### src/rtl/muldiv_seq.sv
// muldiv_seq: iterative RV64 M-extension unit. Multiplies by shift-add and
// divides by restoring division, one bit per cycle. The pipeline is stalled
// while an operation iterates, and the result is returned with its rd.
module muldiv_seq (
    input  logic        clk,
    input  logic        rst,
    input  logic        start_i,
    input  logic [2:0]  funct3_i,
    input  logic        word_i,
    input  logic [63:0] operand1_i,
    input  logic [63:0] operand2_i,
    input  logic [4:0]  rd_i,
    input  logic        flush_i,
    output logic        stall_o,
    output logic        busy_o,
    output logic        done_o,
    output logic [63:0] result_o,
    output logic [4:0]  rd_o
);

    typedef enum logic [1:0] {IDLE, CALC, DONE} state_t;

    state_t       state_q, state_d;
    logic [5:0]   count_q;
    logic [2:0]   funct3_q;
    logic         word_q;
    logic         neg_q;       // negate product / quotient
    logic         neg_rem_q;   // negate remainder (sign of dividend)
    logic [4:0]   rd_q;
    logic [127:0] x_q;         // mul: shifting multiplicand; div: {remainder, quotient}
    logic [63:0]  y_q;         // mul: shifting multiplier;   div: divisor magnitude
    logic [127:0] p_q;         // mul: product accumulator

    // Operand preparation for the incoming op: extension, magnitudes, special cases
    logic         is_div, signed1, signed2, sign1, sign2, special;
    logic [63:0]  ext1, ext2, mag1, mag2, special_raw, special_res;

    // NOTE: every always_comb output gets a default first, so no path can infer a latch.
    always_comb begin
        is_div  = funct3_i[2];
        signed1 = is_div ? ~funct3_i[0] : (funct3_i[1:0] == 2'b01 || funct3_i[1:0] == 2'b10);
        signed2 = is_div ? ~funct3_i[0] : (funct3_i[1:0] == 2'b01);
        ext1    = operand1_i;
        ext2    = operand2_i;
        if (word_i) begin
            // DIVUW/REMUW zero-extend; MULW/DIVW/REMW sign-extend
            ext1 = funct3_i[0] ? {32'b0, operand1_i[31:0]} : {{32{operand1_i[31]}}, operand1_i[31:0]};
            ext2 = funct3_i[0] ? {32'b0, operand2_i[31:0]} : {{32{operand2_i[31]}}, operand2_i[31:0]};
        end
        sign1 = signed1 & ext1[63];
        sign2 = signed2 & ext2[63];
        mag1  = sign1 ? -ext1 : ext1;
        mag2  = sign2 ? -ext2 : ext2;

        special     = 1'b0;
        special_raw = '0;
        if (is_div && ext2 == '0) begin
            // Divide by zero: quotient all ones, remainder is the dividend
            special     = 1'b1;
            special_raw = funct3_i[1] ? ext1 : '1;
        end else if (is_div && !funct3_i[0] && ext2 == '1 &&
                     ext1 == (word_i ? 64'hFFFF_FFFF_8000_0000 : 64'h8000_0000_0000_0000)) begin
            // Signed overflow: quotient is the dividend, remainder zero
            special     = 1'b1;
            special_raw = funct3_i[1] ? 64'd0 : ext1;
        end
        special_res = word_i ? {{32{special_raw[31]}}, special_raw[31:0]} : special_raw;
    end

    // One iteration of the shift-add multiplier or restoring divider
    logic [127:0] p_next, x_next;
    logic [63:0]  y_next;
    logic [64:0]  trial;

    always_comb begin
        p_next = p_q;
        x_next = x_q;
        y_next = y_q;
        trial  = '0;
        if (funct3_q[2]) begin
            // Shifted partial remainder (65 bits incl. carry-out) minus divisor
            trial = x_q[127:63] - {1'b0, y_q};
            if (!trial[64]) x_next = {trial[63:0], x_q[62:0], 1'b1};
            else            x_next = {x_q[126:0], 1'b0};
        end else begin
            if (y_q[0]) p_next = p_q + x_q;
            x_next = {x_q[126:0], 1'b0};
            y_next = {1'b0, y_q[63:1]};
        end
    end

    // Sign fix and result selection, taken from the final iteration's values
    logic [127:0] prod_s;
    logic [63:0]  quo_s, rem_s, raw, final_res;

    always_comb begin
        prod_s = neg_q ? -p_next : p_next;
        quo_s  = neg_q ? -x_next[63:0] : x_next[63:0];
        rem_s  = neg_rem_q ? -x_next[127:64] : x_next[127:64];
        case (funct3_q)
            3'b000:                 raw = prod_s[63:0];
            3'b001, 3'b010, 3'b011: raw = prod_s[127:64];
            3'b100, 3'b101:         raw = quo_s;
            default:                raw = rem_s;
        endcase
        final_res = word_q ? {{32{raw[31]}}, raw[31:0]} : raw;
    end

    // State register
    // NOTE: sequential state uses non-blocking assignments so every flop samples pre-edge values.
    always_ff @(posedge clk or posedge rst) begin
        if (rst) state_q <= IDLE;
        else     state_q <= state_d;
    end

    // Next-state logic and status outputs
    always_comb begin
        state_d = state_q;
        busy_o  = (state_q == CALC);
        done_o  = (state_q == DONE);
        stall_o = (state_q == CALC) || (state_q == IDLE && start_i);
        if (flush_i) begin
            state_d = IDLE;
        end else begin
            case (state_q)
                IDLE:    if (start_i) state_d = special ? DONE : CALC;
                CALC:    if (count_q == 6'd0) state_d = DONE;
                default: state_d = IDLE;
            endcase
        end
    end

    // Operand latching, iteration datapath and result registers
    always_ff @(posedge clk or posedge rst) begin
        if (rst) begin
            count_q   <= '0;
            funct3_q  <= '0;
            word_q    <= 1'b0;
            neg_q     <= 1'b0;
            neg_rem_q <= 1'b0;
            rd_q      <= '0;
            x_q       <= '0;
            y_q       <= '0;
            p_q       <= '0;
            result_o  <= '0;
            rd_o      <= '0;
        end else if (!flush_i) begin
            if (state_q == IDLE && start_i) begin
                funct3_q  <= funct3_i;
                word_q    <= word_i;
                neg_q     <= sign1 ^ sign2;
                neg_rem_q <= sign1;
                rd_q      <= rd_i;
                count_q   <= word_i ? 6'd31 : 6'd63;
                p_q       <= '0;
                y_q       <= mag2;
                // Word divides start with the 32-bit dividend in the upper quotient half
                x_q       <= (is_div && word_i) ? {64'b0, mag1[31:0], 32'b0} : {64'b0, mag1};
                if (special) begin
                    result_o <= special_res;
                    rd_o     <= rd_i;
                end
            end else if (state_q == CALC) begin
                p_q     <= p_next;
                x_q     <= x_next;
                y_q     <= y_next;
                count_q <= count_q - 6'd1;
                if (count_q == 6'd0) begin
                    result_o <= final_res;
                    rd_o     <= rd_q;
                end
            end
        end
    end

endmodule

### config.mk
export PLATFORM = sky130hd
export DESIGN_NAME = muldiv_seq
export DESIGN_NICKNAME = d
export VERILOG_FILES = /design/src/rtl/muldiv_seq.sv
export SDC_FILE = /design/constraint.sdc
export NUM_CORES = 2
export LEC_CHECK = 0
export CORE_UTILIZATION = 45
export CTS_BUF_LIST = sky130_fd_sc_hd__clkbuf_16
export DETAILED_ROUTE_END_ITERATION = 7
export PLACE_DENSITY = 0.7
export SYNTH_ARGS = -nofsm -noshare
export SYNTH_HDL_FRONTEND = slang
export SYNTH_SLANG_ARGS = --single-unit
### constraint.sdc
create_clock -name clk -period 20.7 [get_ports clk]
set_clock_uncertainty 0.1 [all_clocks]
set_input_delay 4.14 -clock clk [delete_from_list [all_inputs] [get_ports clk]]
set_output_delay 4.14 -clock clk [all_outputs]
set_load 0.005 [all_outputs]
==> reports/qor.csv <==
metric,value,unit
Reg power frac,22.4,%
RSZ-0062 raised after global routing,false,
critical path class,input port to output port,
endpoints failing setup,0,
"most common cell after layout, fill and taps aside",nand2_1,
PD cells,96.7,mW/mm^2
clock power share,20.9,%
hold path cells,2,
Synth warnings,0,
placed insts,8116,
worst-path maximum fanout,15,
switching pwr,2740,uW
critical path arrival,5870,ps
Max Slew Vio Count,2,
RR Endpoint,result_o[32],
Core Footprint,0.105,mm^2
largest net degree at the start of global routing,161,
CTS tree,yes,
worst r2r src,x_q[0],
DRT Pass-1 Iters,7,
Initial Utilization,45.4,%
R2R depth,18,
DR iter-0 viols,8855,
Rows,119,
Finished Cell Area,0.0530,mm^2
Worst-Margin Slew,1520,ps
sw frac,53.6,%
WL per Instance,32.5,um
synth-to-layout area growth,10.8,%
Vias/cell,7.14,
Fin Setup TNS,0,ps
Post-DP Area,0.0510,mm^2
hold_sp,rd_q[1],
Port Buf Inserts,212,
post-synth top area share,21.4,%
Comb power frac,56.7,%
critical path endpoint category,output port,
MaxCap Viol Count,2,
CTS Buffer Depth,3,
top cell type by total area after synthesis,dfrtp_1,
H-tree depth,2,
Top Ports,213,
most frequent cells in the layout,"862 x nand2_1, 805 x o21ai_0, 655 x a21oi_1",
CTS sink cnt,408,
die area,0.108,mm^2
synth top area cells,"dfrtp_1 21%, o21ai_0 8.5%, a21oi_1 6.9%",
worst hold path type,flip-flop to flip-flop,
Num CTS Buffers,55,
"flops & latches, synth",408,
layout cell share with drive strength beyond 1,4.97,%
postcts setup bufs,0,
Post-CTS Resized,0,
Worst R2R Setup Slack,11850,ps
CTS Hold Bufs,0,
detailed placer's ending HPWL,211000,um
Layout Cells excl Fill,8225,
Final WS setup,10590,ps
WL final,267000,um
syn avg cell area,6.98,um^2
"Top FF cell, synth",dfrtp_1,
chip height,328,um
Setup WS pre-CTS,10610,ps
nets@finish,7125,
fraction of registers with async set/reset,100,%
total gr overflow,0,
initial antenna violation count,22,
status,"finished, violations left",
"Seq/Total Area, Yosys",21.4,%
Period minus WS final,10110,ps
critical path launch point type,input port,
Unique masters post-synth,99,
Worst-path clk slew,60,ps
sequential cell area,0.0102,mm^2
worst skew pair latency,740,ps
relative slew slack,-2.24,%
"Hold Violations, Final",0,
die width,328,um
Static Leak,0.0207,uW
Max VDD drop,0.0000699,V
remaining antenna violation count,0,
vias in the first global route,52320,
Power Internal,2380,uW
syn_nets,7190,
first-pass GRT wire length,378000,um
multi-input logic area,0.0354,mm^2
hold path endpoint,rd_q[1],
Remaining DRCs,0,
CTS root buf,clkbuf_16,
Post-Syn Instances,6847,
fillers,10693,
post-synthesis cell area,0.0478,mm^2
Fmax achieved,98.9,MHz
Post-synth EDFFs,0,
via count,58758,
RePlAce Congestion,1.10,
GRT Overall Usage,47.9,%
fin crit share,48.9,%
failing checks,"capacitance limit, slew limit",
Worst Setup SP,start_i,
worst path required time,16460,ps
==> sequential cells by signal, summed over array words and instances, names as in the netlist <==
name	flops
word_q	1
rd_q	5
rd_o	5
count_q	6
state_q	2
x_q	128
neg_q	1
y_q	64
neg_rem_q	1
funct3_q	3
p_q	128
result_o	64
==> area by class of cell <==
type                       count  share of cell area [%]
antenna                       10                  0.0472
clock buffer                  55                    2.60
clock inverter                44                    1.05
inverter                     160                    1.15
multi-input combinational   5828                    66.9
sequential                   408                    19.3
tap                         1391                    3.29
timing repair buffer         329                    5.73
==> Yosys cell counts (42+ instances only) <==
cell type,instances
a211oi_1,72
a21o_1,79
a21oi_1,657
a221oi_1,50
a22o_1,89
a31oi_1,66
and2_1,52
clkbuf_1,388
dfrtp_1,408
ha_1,200
inv_1,159
mux2i_1,83
nand2_1,863
nand2b_1,53
nand3_1,124
nand4_1,172
nor2_1,652
nor3_1,246
nor4_1,79
o211ai_1,80
o21a_1,92
o21ai_0,810
o22ai_1,61
o31ai_1,114
o41ai_1,42
or3_1,83
or4_1,51
xnor2_1,218
xor2_1,175
==> worst max path at each step <==
stage,endpoint,cells past startpoint
global route,stall_o,4
detailed placement,stall_o,4
finish,stall_o,4
global placement,stall_o,4
CTS,stall_o,4
floorplan,count_q[0],1
==> worst max-delay path, stage by stage <==
cell             delay (ps)
clkdlybuf4s50_1         580
or3b_4                  530
nand2_1                 120
clkdlybuf4s50_1         500
==> power by group through the flow <==
stage | Clock, uW | Sequential, uW | Combinational, uW
floorplan | 0 | 1020 | 1750
global placement | 0 | 1130 | 2730
detailed placement | 0 | 1140 | 2730
CTS | 1060 | 1120 | 2750
global route | 1090 | 1150 | 3030
finish | 1070 | 1150 | 2910
==> kinds of logic after synthesis <==
kind of cell,synth area share [%]
adders and majority gates,5.32
DFF,21.4
buffers and inverters,4.86
muxes,2.00
and+or+nand+nor,25.8
xor gates and xnor gates,7.20
AOI/OAI and AO/OA,33.5
==> layer usage <==
metal	up-vias	GRT usage [%]	part of all wire [%]
li1	25415	-	-
met1	28311	63.4	39
met2	4244	67.1	40
met3	774	14.1	13
met4	14	31.8	8.0
met5	-	0	0.035
==> metrics by stage <==
step / power (uW) / util, % / hold slack, ps
final: 5120 / 50.3 / 376
after global routing: 5270 / 50.3 / 406
after CTS: 4940 / 50.3 / 377
after detailed placement: 3870 / 48.5 / 362
after global placement: 3860 / 48.5 / 358
after floorplan: 2770 / - / 346
No activity file was read; power rests on OpenSTA's default activity.
